**src/rtl/bank_read_arbiter_if.sv**
```systemverilog
// Requester-side read bus of the bank read arbiter: request handshake plus registered responses.
interface bank_read_arbiter_if #(
  parameter int unsigned NUM_REQ     = 4,
  parameter int unsigned GADDR_WIDTH = 12,
  parameter int unsigned DATA_WIDTH  = 64
);
  logic [NUM_REQ-1:0]             req_valid;
  logic [NUM_REQ*GADDR_WIDTH-1:0] req_addr;
  logic [NUM_REQ-1:0]             req_ready;
  logic [NUM_REQ-1:0]             resp_valid;
  logic [NUM_REQ*DATA_WIDTH-1:0]  resp_data;

  modport master (
    output req_valid, req_addr,
    input  req_ready, resp_valid, resp_data
  );

  modport slave (
    input  req_valid, req_addr,
    output req_ready, resp_valid, resp_data
  );
endinterface

```
**src/rtl/bank_read_arbiter.sv**
```systemverilog
// Per-bank arbitration of NUM_REQ readers onto BANK_COUNT low-order interleaved banks, 2-cycle latency.
// Define BANK_ARB_FIXED_PRIO_EN for fixed priority (requester 0 highest) instead of round-robin.
module bank_read_arbiter #(
  parameter int unsigned ADDR_WIDTH = 10,
  parameter int unsigned DATA_WIDTH = 64,
  parameter int unsigned BANK_COUNT = 4,
  parameter int unsigned NUM_REQ    = 4
) (
  input  logic                             clk,
  input  logic                             rst,
  bank_read_arbiter_if.slave               req_if,
  output logic [BANK_COUNT*ADDR_WIDTH-1:0] bank_rd_addr,
  input  logic [BANK_COUNT*DATA_WIDTH-1:0] bank_rd_data
);

  localparam int unsigned BANK_BITS   = $clog2(BANK_COUNT);
  localparam int unsigned GADDR_WIDTH = ADDR_WIDTH + BANK_BITS;
  localparam int unsigned RR_W        = $clog2(NUM_REQ);

  logic [BANK_BITS-1:0]  req_bank  [NUM_REQ];
  logic [ADDR_WIDTH-1:0] req_local [NUM_REQ];

  logic                  grant_any [BANK_COUNT];
  logic [RR_W-1:0]       grant_idx [BANK_COUNT];
  logic [NUM_REQ-1:0]    ready_c;

  logic [ADDR_WIDTH-1:0] shadow_addr [BANK_COUNT];

  logic [NUM_REQ-1:0]    s1_valid;
  logic [BANK_BITS-1:0]  s1_bank [NUM_REQ];
  logic [NUM_REQ-1:0]    resp_valid_q;
  logic [DATA_WIDTH-1:0] resp_data_q [NUM_REQ];

`ifndef BANK_ARB_FIXED_PRIO_EN
  logic [RR_W-1:0]       rr_ptr [BANK_COUNT];
`endif

  // Split each global address into bank select (low bits) and bank-local address.
  always_comb begin
    for (int r = 0; r < NUM_REQ; r++) begin
      req_bank[r]  = req_if.req_addr[r*GADDR_WIDTH +: BANK_BITS];
      req_local[r] = req_if.req_addr[r*GADDR_WIDTH + BANK_BITS +: ADDR_WIDTH];
    end
  end

  // Per-bank search for the first candidate starting at the bank's priority pointer.
  always_comb begin
    int unsigned idx;
    logic        found;
    idx   = 0;
    found = 1'b0;
    for (int b = 0; b < BANK_COUNT; b++) begin
      grant_any[b] = 1'b0;
      grant_idx[b] = '0;
      found        = 1'b0;
      for (int unsigned off = 0; off < NUM_REQ; off++) begin
`ifdef BANK_ARB_FIXED_PRIO_EN
        idx = off;
`else
        idx = 32'(rr_ptr[b]) + off;
        if (idx >= NUM_REQ) begin
          idx = idx - NUM_REQ;
        end
`endif
        if (!found && req_if.req_valid[idx] && (req_bank[idx] == BANK_BITS'(b))) begin
          found        = 1'b1;
          grant_any[b] = 1'b1;
          grant_idx[b] = RR_W'(idx);
        end
      end
    end
  end

  // A requester is ready only when its own target bank picked it.
  always_comb begin
    for (int r = 0; r < NUM_REQ; r++) begin
      ready_c[r] = grant_any[req_bank[r]] && (grant_idx[req_bank[r]] == RR_W'(r));
    end
  end

  // Idle banks keep the last granted address to avoid toggling the array inputs.
  always_comb begin
    for (int b = 0; b < BANK_COUNT; b++) begin
      bank_rd_addr[b*ADDR_WIDTH +: ADDR_WIDTH] =
        grant_any[b] ? req_local[grant_idx[b]] : shadow_addr[b];
    end
  end

  assign req_if.req_ready  = ready_c;
  assign req_if.resp_valid = resp_valid_q;

  always_comb begin
    for (int r = 0; r < NUM_REQ; r++) begin
      req_if.resp_data[r*DATA_WIDTH +: DATA_WIDTH] = resp_data_q[r];
    end
  end

`ifndef BANK_ARB_FIXED_PRIO_EN
  // Pointer moves just past the winner so every waiting requester gets a turn.
  always_ff @(posedge clk or negedge rst) begin
    if (!rst) begin
      for (int b = 0; b < BANK_COUNT; b++) begin
        rr_ptr[b] <= '0;
      end
    end else begin
      for (int b = 0; b < BANK_COUNT; b++) begin
        if (grant_any[b]) begin
          rr_ptr[b] <= (32'(grant_idx[b]) == NUM_REQ - 1) ? '0 : RR_W'(grant_idx[b] + 1'b1);
        end
      end
    end
  end
`endif

  // Shadow addresses plus the two-stage per-requester response pipeline.
  always_ff @(posedge clk or negedge rst) begin
    if (!rst) begin
      for (int b = 0; b < BANK_COUNT; b++) begin
        shadow_addr[b] <= '0;
      end
      s1_valid     <= '0;
      resp_valid_q <= '0;
      for (int r = 0; r < NUM_REQ; r++) begin
        s1_bank[r]     <= '0;
        resp_data_q[r] <= '0;
      end
    end else begin
      for (int b = 0; b < BANK_COUNT; b++) begin
        if (grant_any[b]) begin
          shadow_addr[b] <= req_local[grant_idx[b]];
        end
      end
      s1_valid     <= ready_c;
      resp_valid_q <= s1_valid;
      for (int r = 0; r < NUM_REQ; r++) begin
        if (ready_c[r]) begin
          s1_bank[r] <= req_bank[r];
        end
        if (s1_valid[r]) begin
          resp_data_q[r] <= bank_rd_data[s1_bank[r]*DATA_WIDTH +: DATA_WIDTH];
        end
      end
    end
  end

endmodule

```
**src/flat_wrapper.sv**
```systemverilog
// flat-port wrapper written by rule: the top's interface ports become plain ports
module bank_read_arbiter_flat 
#(
  parameter int unsigned ADDR_WIDTH = 10,
  parameter int unsigned DATA_WIDTH = 64,
  parameter int unsigned BANK_COUNT = 4,
  parameter int unsigned NUM_REQ    = 4
)
  (clk, rst, bank_rd_addr, bank_rd_data, req_if_req_valid, req_if_req_addr, req_if_req_ready, req_if_resp_valid, req_if_resp_data);
  bank_read_arbiter_if #(.NUM_REQ(NUM_REQ), .GADDR_WIDTH(((10) + (2))), .DATA_WIDTH(DATA_WIDTH)) req_if_i ();
  input  logic clk;
  input  logic rst;
  output logic [BANK_COUNT*ADDR_WIDTH-1:0] bank_rd_addr;
  input  logic [BANK_COUNT*DATA_WIDTH-1:0] bank_rd_data;
  input wire logic [$bits(req_if_i.req_valid)-1:0] req_if_req_valid;
  input wire logic [$bits(req_if_i.req_addr)-1:0] req_if_req_addr;
  output wire logic [$bits(req_if_i.req_ready)-1:0] req_if_req_ready;
  output wire logic [$bits(req_if_i.resp_valid)-1:0] req_if_resp_valid;
  output wire logic [$bits(req_if_i.resp_data)-1:0] req_if_resp_data;
  assign req_if_i.req_valid = req_if_req_valid;
  assign req_if_i.req_addr = req_if_req_addr;
  assign req_if_req_ready = req_if_i.req_ready;
  assign req_if_resp_valid = req_if_i.resp_valid;
  assign req_if_resp_data = req_if_i.resp_data;
  bank_read_arbiter #(.ADDR_WIDTH(ADDR_WIDTH), .DATA_WIDTH(DATA_WIDTH), .BANK_COUNT(BANK_COUNT), .NUM_REQ(NUM_REQ)) u_core (.clk(clk), .rst(rst), .req_if(req_if_i), .bank_rd_addr(bank_rd_addr), .bank_rd_data(bank_rd_data));
endmodule
```
**config.mk**
```make
export PLATFORM = sky130hd
export DESIGN_NAME = bank_read_arbiter_flat
export DESIGN_NICKNAME = d
export VERILOG_FILES = /design/src/rtl/bank_read_arbiter_if.sv /design/src/rtl/bank_read_arbiter.sv /design/src/flat_wrapper.sv
export SDC_FILE = /design/constraint.sdc
export NUM_CORES = 1
export LEC_CHECK = 0
export CORE_MARGIN = 4
export CORE_UTILIZATION = 36
export CTS_CLUSTER_SIZE = 30
export DETAILED_ROUTE_END_ITERATION = 10
export PLACE_DENSITY_LB_ADDON = 0.12
export SLEW_MARGIN = 40
export SYNTH_ARGS = -nofsm -noshare
export SYNTH_HDL_FRONTEND = slang
export SYNTH_SLANG_ARGS = --single-unit
```
**constraint.sdc**
```tcl
create_clock -name clk -period 3.55 [get_ports clk]
set_input_delay 0.71 -clock clk [delete_from_list [all_inputs] [get_ports clk]]
set_output_delay 0.71 -clock clk [all_outputs]
set_load 0.03 [all_outputs]
```
== After elaboration in Yosys (flattened, before gate mapping) ==
Index checks and enable logic that the tools add are counted.
Cells by class
  add/subtract/negate cells: 32
  multiply operators: 0
  divide/modulo/power cells: 0
  order comparisons: 56
  equality and inequality tests: 19
  shift operators: 4
  mux-type cells: 172
  bitwise logic cells: 24
  reductions and logical operators: 49
Operators by type and width (count)
  indexed part select 256 x 9 -> 64 bit: 4
  greater-or-equal comparator 33 x 3 -> 1 bit (second input constant): 16
  inverter 32 -> 33 bit: 16
  less-than comparator 32 x 3 -> 1 bit (second input constant): 16
  two-way mux 32 bit: 16
  greater-or-equal comparator 32 x 3 -> 1 bit (second input constant): 12
  subtractor 32 x 3 -> 32 bit (second input constant): 12
  two-way mux 10 bit: 12
  two-way mux 2 bit: 60
  binary-select mux 10 bit (select 2 bit): 4
  binary-select mux 2 bit (select 2 bit): 20
  binary-select mux 1 bit (select 2 bit): 20
  two-way mux 1 bit: 40
  logical AND 1 bit: 32
  equality test 2 bit (second input constant): 14
  adder 2 x 2 -> 3 bit (second input constant): 8
  greater-or-equal comparator 3 bit (second input constant): 8
  inverter 2 -> 3 bit: 8
  subtractor 2 x 3 -> 4 bit (second input constant): 4
  adder 2 x 1 -> 3 bit (second input constant): 4
  greater-or-equal comparator 2 x 3 -> 1 bit (second input constant): 4
  zero test 1 bit: 12
  equality test 2 x 1 -> 1 bit (second input constant): 5
  zero test 2 bit: 5
  adder 2 x 1 -> 2 bit (second input constant): 4
Word-level totals
  register bits after elaboration: 320
  bits in latches: 0
  bits in writable memories: 0
  memory bits (read-only): 0
  input bits: 310
  output and inout bits: 304
  logic and storage cells: 374
  memories kept: 0

== Longest topological paths before layout ==
  depth after elaboration: 26
  depth in mapped cells: 9
  mapped depth without buffers: 6

== Least setup slack after synthesis ==
Ideal clock, no wire load.
  kind: input to output
  from: input port req_if_req_addr[24]
  to: output port bank_rd_addr[0]
  data arrival time: 2.942 ns
  data required time: 2.840 ns
  slack: -0.102 ns
  cell stages on the path: 8
  path buffers: 3
  cell sequence: buf_6 > or3b_4 > mux2_2 > o211a_1 > buf_6 > buf_4 > mux2i_1 > a211oi_1
On the way
  word-level cells in the longest chain between the ends: 23
  elaborated cells on any way between the ends: 39
  those cells by class: mux: 24; bitwise: 1; reduce/logical: 14
RTL lines
  start, declared: RTL line flat_wrapper.sv:16  | input wire logic [$bits(req_if_i.req_addr)-1:0] req_if_req_addr;
  binary-select mux 2 bit (select 2 bit): RTL line bank_read_arbiter.sv:65  | if (!found && req_if.req_valid[idx] && (req_bank[idx] == BANK_BITS'(b))) begin
  two-way mux 2 bit (implied by the code) (2 in series): RTL line bank_read_arbiter.sv:65
  zero test 2 bit: RTL line bank_read_arbiter.sv:65
  logical AND 1 bit: RTL line bank_read_arbiter.sv:65
  two-way mux 1 bit: RTL line bank_read_arbiter.sv:65
  zero test 1 bit: RTL line bank_read_arbiter.sv:65
  logical AND 1 bit (2 in series): RTL line bank_read_arbiter.sv:65
  two-way mux 1 bit: RTL line bank_read_arbiter.sv:65
  [3 not listed]
  two-way mux 1 bit: RTL line bank_read_arbiter.sv:65
  zero test 1 bit: RTL line bank_read_arbiter.sv:65
  logical AND 1 bit (2 in series): RTL line bank_read_arbiter.sv:65
  two-way mux 2 bit: RTL line bank_read_arbiter.sv:65
  inverter 2 -> 3 bit (implied by the code): RTL line bank_read_arbiter.sv:85  | grant_any[b] ? req_local[grant_idx[b]] : shadow_addr[b];
  binary-select mux 10 bit (select 2 bit): RTL line bank_read_arbiter.sv:85
  two-way mux 10 bit (implied by the code) (2 in series): RTL line bank_read_arbiter.sv:85
  two-way mux 10 bit (*): RTL line bank_read_arbiter.sv:85
  end, declared: RTL line flat_wrapper.sv:13  | output logic [BANK_COUNT*ADDR_WIDTH-1:0] bank_rd_addr;
Mark *: on every way between the ends. The rest lies on a longest branch, timed or not. The select of a mux whose other input is x is not followed.

== Worst setup path after layout ==
  from: input port req_if_req_addr[36]
  to: output port req_if_req_ready[0]
On the way
  word-level cells in the longest chain between the ends: 23
  elaborated cells on any way between the ends: 144
  those cells by class: eq/ne: 12; mux: 86; reduce/logical: 46
RTL lines
  binary-select mux 2 bit (select 2 bit): RTL line bank_read_arbiter.sv:65
  two-way mux 2 bit (implied by the code) (2 in series): RTL line bank_read_arbiter.sv:65
  equality test 2 bit, or another cell as far along: RTL line bank_read_arbiter.sv:65
  logical AND 1 bit: RTL line bank_read_arbiter.sv:65
  two-way mux 1 bit: RTL line bank_read_arbiter.sv:65
  zero test 1 bit: RTL line bank_read_arbiter.sv:65
  logical AND 1 bit (2 in series): RTL line bank_read_arbiter.sv:65
  two-way mux 1 bit: RTL line bank_read_arbiter.sv:65
  [3 not listed]
  two-way mux 1 bit: RTL line bank_read_arbiter.sv:65
  zero test 1 bit: RTL line bank_read_arbiter.sv:65
  logical AND 1 bit (2 in series): RTL line bank_read_arbiter.sv:65
  two-way mux 2 bit: RTL line bank_read_arbiter.sv:65
  binary-select mux 2 bit (select 2 bit): RTL line bank_read_arbiter.sv:77  | ready_c[r] = grant_any[req_bank[r]] && (grant_idx[req_bank[r]] == RR_W'(r));
  two-way mux 2 bit (implied by the code) (2 in series): RTL line bank_read_arbiter.sv:77
  zero test 2 bit: RTL line bank_read_arbiter.sv:77
  logical AND 1 bit (*): RTL line bank_read_arbiter.sv:77
  end, declared: RTL line flat_wrapper.sv:17  | output wire logic [$bits(req_if_i.req_ready)-1:0] req_if_req_ready;
Marked as above.

==> results.cfg <==
[outcome]
outcome = finished, final reports clean

[setup_path]
critPathArrivalTime_ps = 2800
timing_worst_setup_path_type = in2out
reg2reg_to = u_core.s1_bank[2]
critical_path.max_fanout = 6
reg2regPathDepth = 10
r2r_setup_slk_ps = 1060
critical_path_required_ps = 2840
timing.critical_path.to_type = output port
r2r_start = u_core.rr_ptr[5]
critPathLaunchType = input port

[sta]
drv_slew = 0
clock_skew_ps = 10.9
hold_viol = 0
fmaxAchievable_mhz = 285
maxSlewHeadroom_pct = 52.5
setup_violations = 0
rsz0062_at_grt = yes
max_slew.worst_pin.slew_ps = 712
finalWorstPathRequiredPeriod_ps = 3510
postLayoutSetupSlackWorst_ps = 39.6
final.period_utilization_pct = 98.9

[cells_and_area]
layout.cells.most_common = clkdlybuf4s50_1
mostFrequentLayoutCells = 556 x clkdlybuf4s50_1, 305 x dfrtp_1, 283 x mux2_2
fin_area_mm2 = 0.0294
nNetsFinal = 2227
share_of_cells_above_drive_strength_1_pct = 44.9
register_area_mm2 = 0.00806
fill_cell_count = 4374
areaGrowthSynthToFinish_pct = 50.5
multi_input_comb_area_mm2 = 0.0114

[power]
power.ir.vdd_worst_v = 0.000440
power.static_leakage_nw = 11.5
seq_power_share_pct = 27.7
total_power_w = 0.0247
share_comb_of_total_power_pct = 54.3
power.switching_w = 0.0100
p_clk_share_pct = 18.0
intPower_w = 0.0147
cellPowerDensity_mw_per_mm2 = 838
sw_ratio_pct = 40.6

[clock_tree]
htreeDepth = 2
tritoncts_num_sinks = 320
clockRootBuffer = clkbuf_16
cts_made_buffers = 42
cts_tree = built
clkLatencyLatePin_ps = 560
clk_transition_reported_paths_ps = 60
hold_buffers_post_cts = 0
clock_path_buffers = 3

[floorplan]
dieArea_mm2 = 0.0581
placement_rows = 85
initial_utilization_pct = 36.3
placeableCoreArea_mm2 = 0.0538
dieWidth_um = 241
die_height_um = 241
top_level_ports = 614

[detailed_routing]
postRouteAntennaNets = 0
detailed_routing_iterations_pass_1 = 7
drcViolationCount = 0
total_via_count_in_the_routed_design = 15200
drt-wirelength-per-cell_um = 28.8
viasPerCell = 5.71
totalWireLength_um = 76700
drt_first_iter_violations = 800

[synth]
synth.avg_cell_area_um2 = 15.7
synth.yosys.warnings = 0
synth_enable_flop_cells = 0
mappedNetlistNets = 1559
synth_async_sr_flop_share_pct = 100
mappedNetlistArea_mm2 = 0.0196
synthesis.instances = 1249
synth.yosys.seq_area_share_pct = 41.0
synth.lib_cells_used.distinct = 54
postSynth.topFlopCell = dfrtp_1
synth_seq_cells = 320

[placement]
dpl-instance-area_mm2 = 0.0272
hpwlAfterDp_um = 52500
gp_congestion = 0.833
placement.io_buffers = 613
preCtsSetupSlack_ps = -414

[global_routing]
grt_antenna_before_repair = 15
globalRouteOverflowTotal = 0
globalRouteMet3Util_pct = 7.11
grtUsageMet2_pct = 43.4
grt.total_usage_pct = 25.8
first_global_vias = 16400
grt_first_pass_wirelength_um = 111000
grt_max_degree = 74
grtUsageMet1_pct = 32.9
gr-max-usage-layer = met2

[run]
max_cap_violation_count = 0

[worst_hold_path]
hold_path_class = in2async
-- area by class of cell --
type / instances / share of cell area [%]
multi-input cells: 812 / 38.8
flip-flops and latches: 320 / 27.4
repair buffers: 735 / 25.8
clock buffers: 63 / 4.40
well taps: 696 / 2.96
clock inverters: 15 / 0.519
diodes: 13 / 0.111
inverters: 6 / 0.0765
-- state kept, by name, summed over array words and instances (netlist names) --
signal	count
u_core.s1_bank	8
u_core.shadow_addr	40
u_core.req_if.resp_data	256
u_core.rr_ptr	8
u_core.req_if.resp_valid	4
u_core.s1_valid	4
-- per-stage QoR --
step | utilization (%) | TNS [ps] | std cells | hold WS, ps
5_1_grt | 54.7 | -148 | 2655 | 166
4_1_cts | 54.6 | -103 | 2644 | 156
3_5_place_dp | 50.5 | -12000 | 2537 | 483
3_3_place_gp | 50.4 | -10830 | 2536 | 477
2_1_floorplan | - | 0 | 1249 | 352
6_report | 54.7 | 0 | 2660 | 130
-- worst max-delay path, stage by stage --
cell and delay (ps):
dlygate4sd2_1 250, buf_4 150, nand3b_1 230, o21ai_1 240, o211a_4 280, buf_12 160
buf_4 140, nor3_1 50, buf_4 150, nor3b_4 190, inv_2 90, buf_12 140
-- synthesized netlist by cell type (4+ instances only) --
cell,instances,share of area [%]
a211oi_1,21,0.81
a21oi_1,4,0.10
buf_1,17,0.33
buf_2,27,0.69
buf_6,4,0.23
clkbuf_1,60,1.2
dfrtp_1,320,41
inv_1,6,0.12
mux2_2,288,17
mux2i_1,82,4.2
mux4_2,256,29
nand2_1,25,0.48
nand2b_1,7,0.22
nand3_1,11,0.28
nand3b_1,6,0.23
nand4_1,4,0.13
nor2_1,15,0.29
nor2b_1,10,0.32
nor3_1,4,0.10
nor3b_1,4,0.15
o21a_1,4,0.15
o21ai_0,18,0.46
o21ai_1,10,0.26
-- repair_timing --
item                                   4_1_cts  5_1_grt
cloned                                       8        2
pin swaps                                   27       17
setup endpoints to repair                   44       44
resized for setup                          148       58
endpoints found under the hold margin        0        0
setup buffers                               23        9
-- logic make-up after synthesis --
family	synth area share (%)
flops	41.0
compound gates	2.66
buf+inv	2.63
simple gates	3.30
mux	50.5
-- power by group through the flow --
stage / combinational [W] / clock [W] / sequential, W
global route: 0.0140 / 0.00469 / 0.00704
global placement: 0.0131 / 0 / 0.00691
detailed placement: 0.0133 / 0 / 0.00689
finish: 0.0134 / 0.00444 / 0.00683
floorplan: 0.00500 / 0 / 0.00918
CTS: 0.0135 / 0.00455 / 0.00685
-- worst max path at each step --
stage / startpoint / end
4_1_cts: req_if_req_addr[1] / bank_rd_addr[3]
5_1_grt: req_if_req_addr[36] / req_if_req_ready[0]
3_5_place_dp: req_if_req_addr[12] / bank_rd_addr[30]
6_report: req_if_req_addr[36] / req_if_req_ready[0]
2_1_floorplan: req_if_req_addr[24] / bank_rd_addr[20]
3_3_place_gp: req_if_req_addr[12] / bank_rd_addr[30]
-- layer usage --
layer  part of all wire (%)  vias up
met1                     39     8095
met2                     51      544
met3                    7.6      122
met4                    2.4        6
li1                       -     6419
met5                  0.053        -
Note: power is estimated with default switching activity, not from simulation.
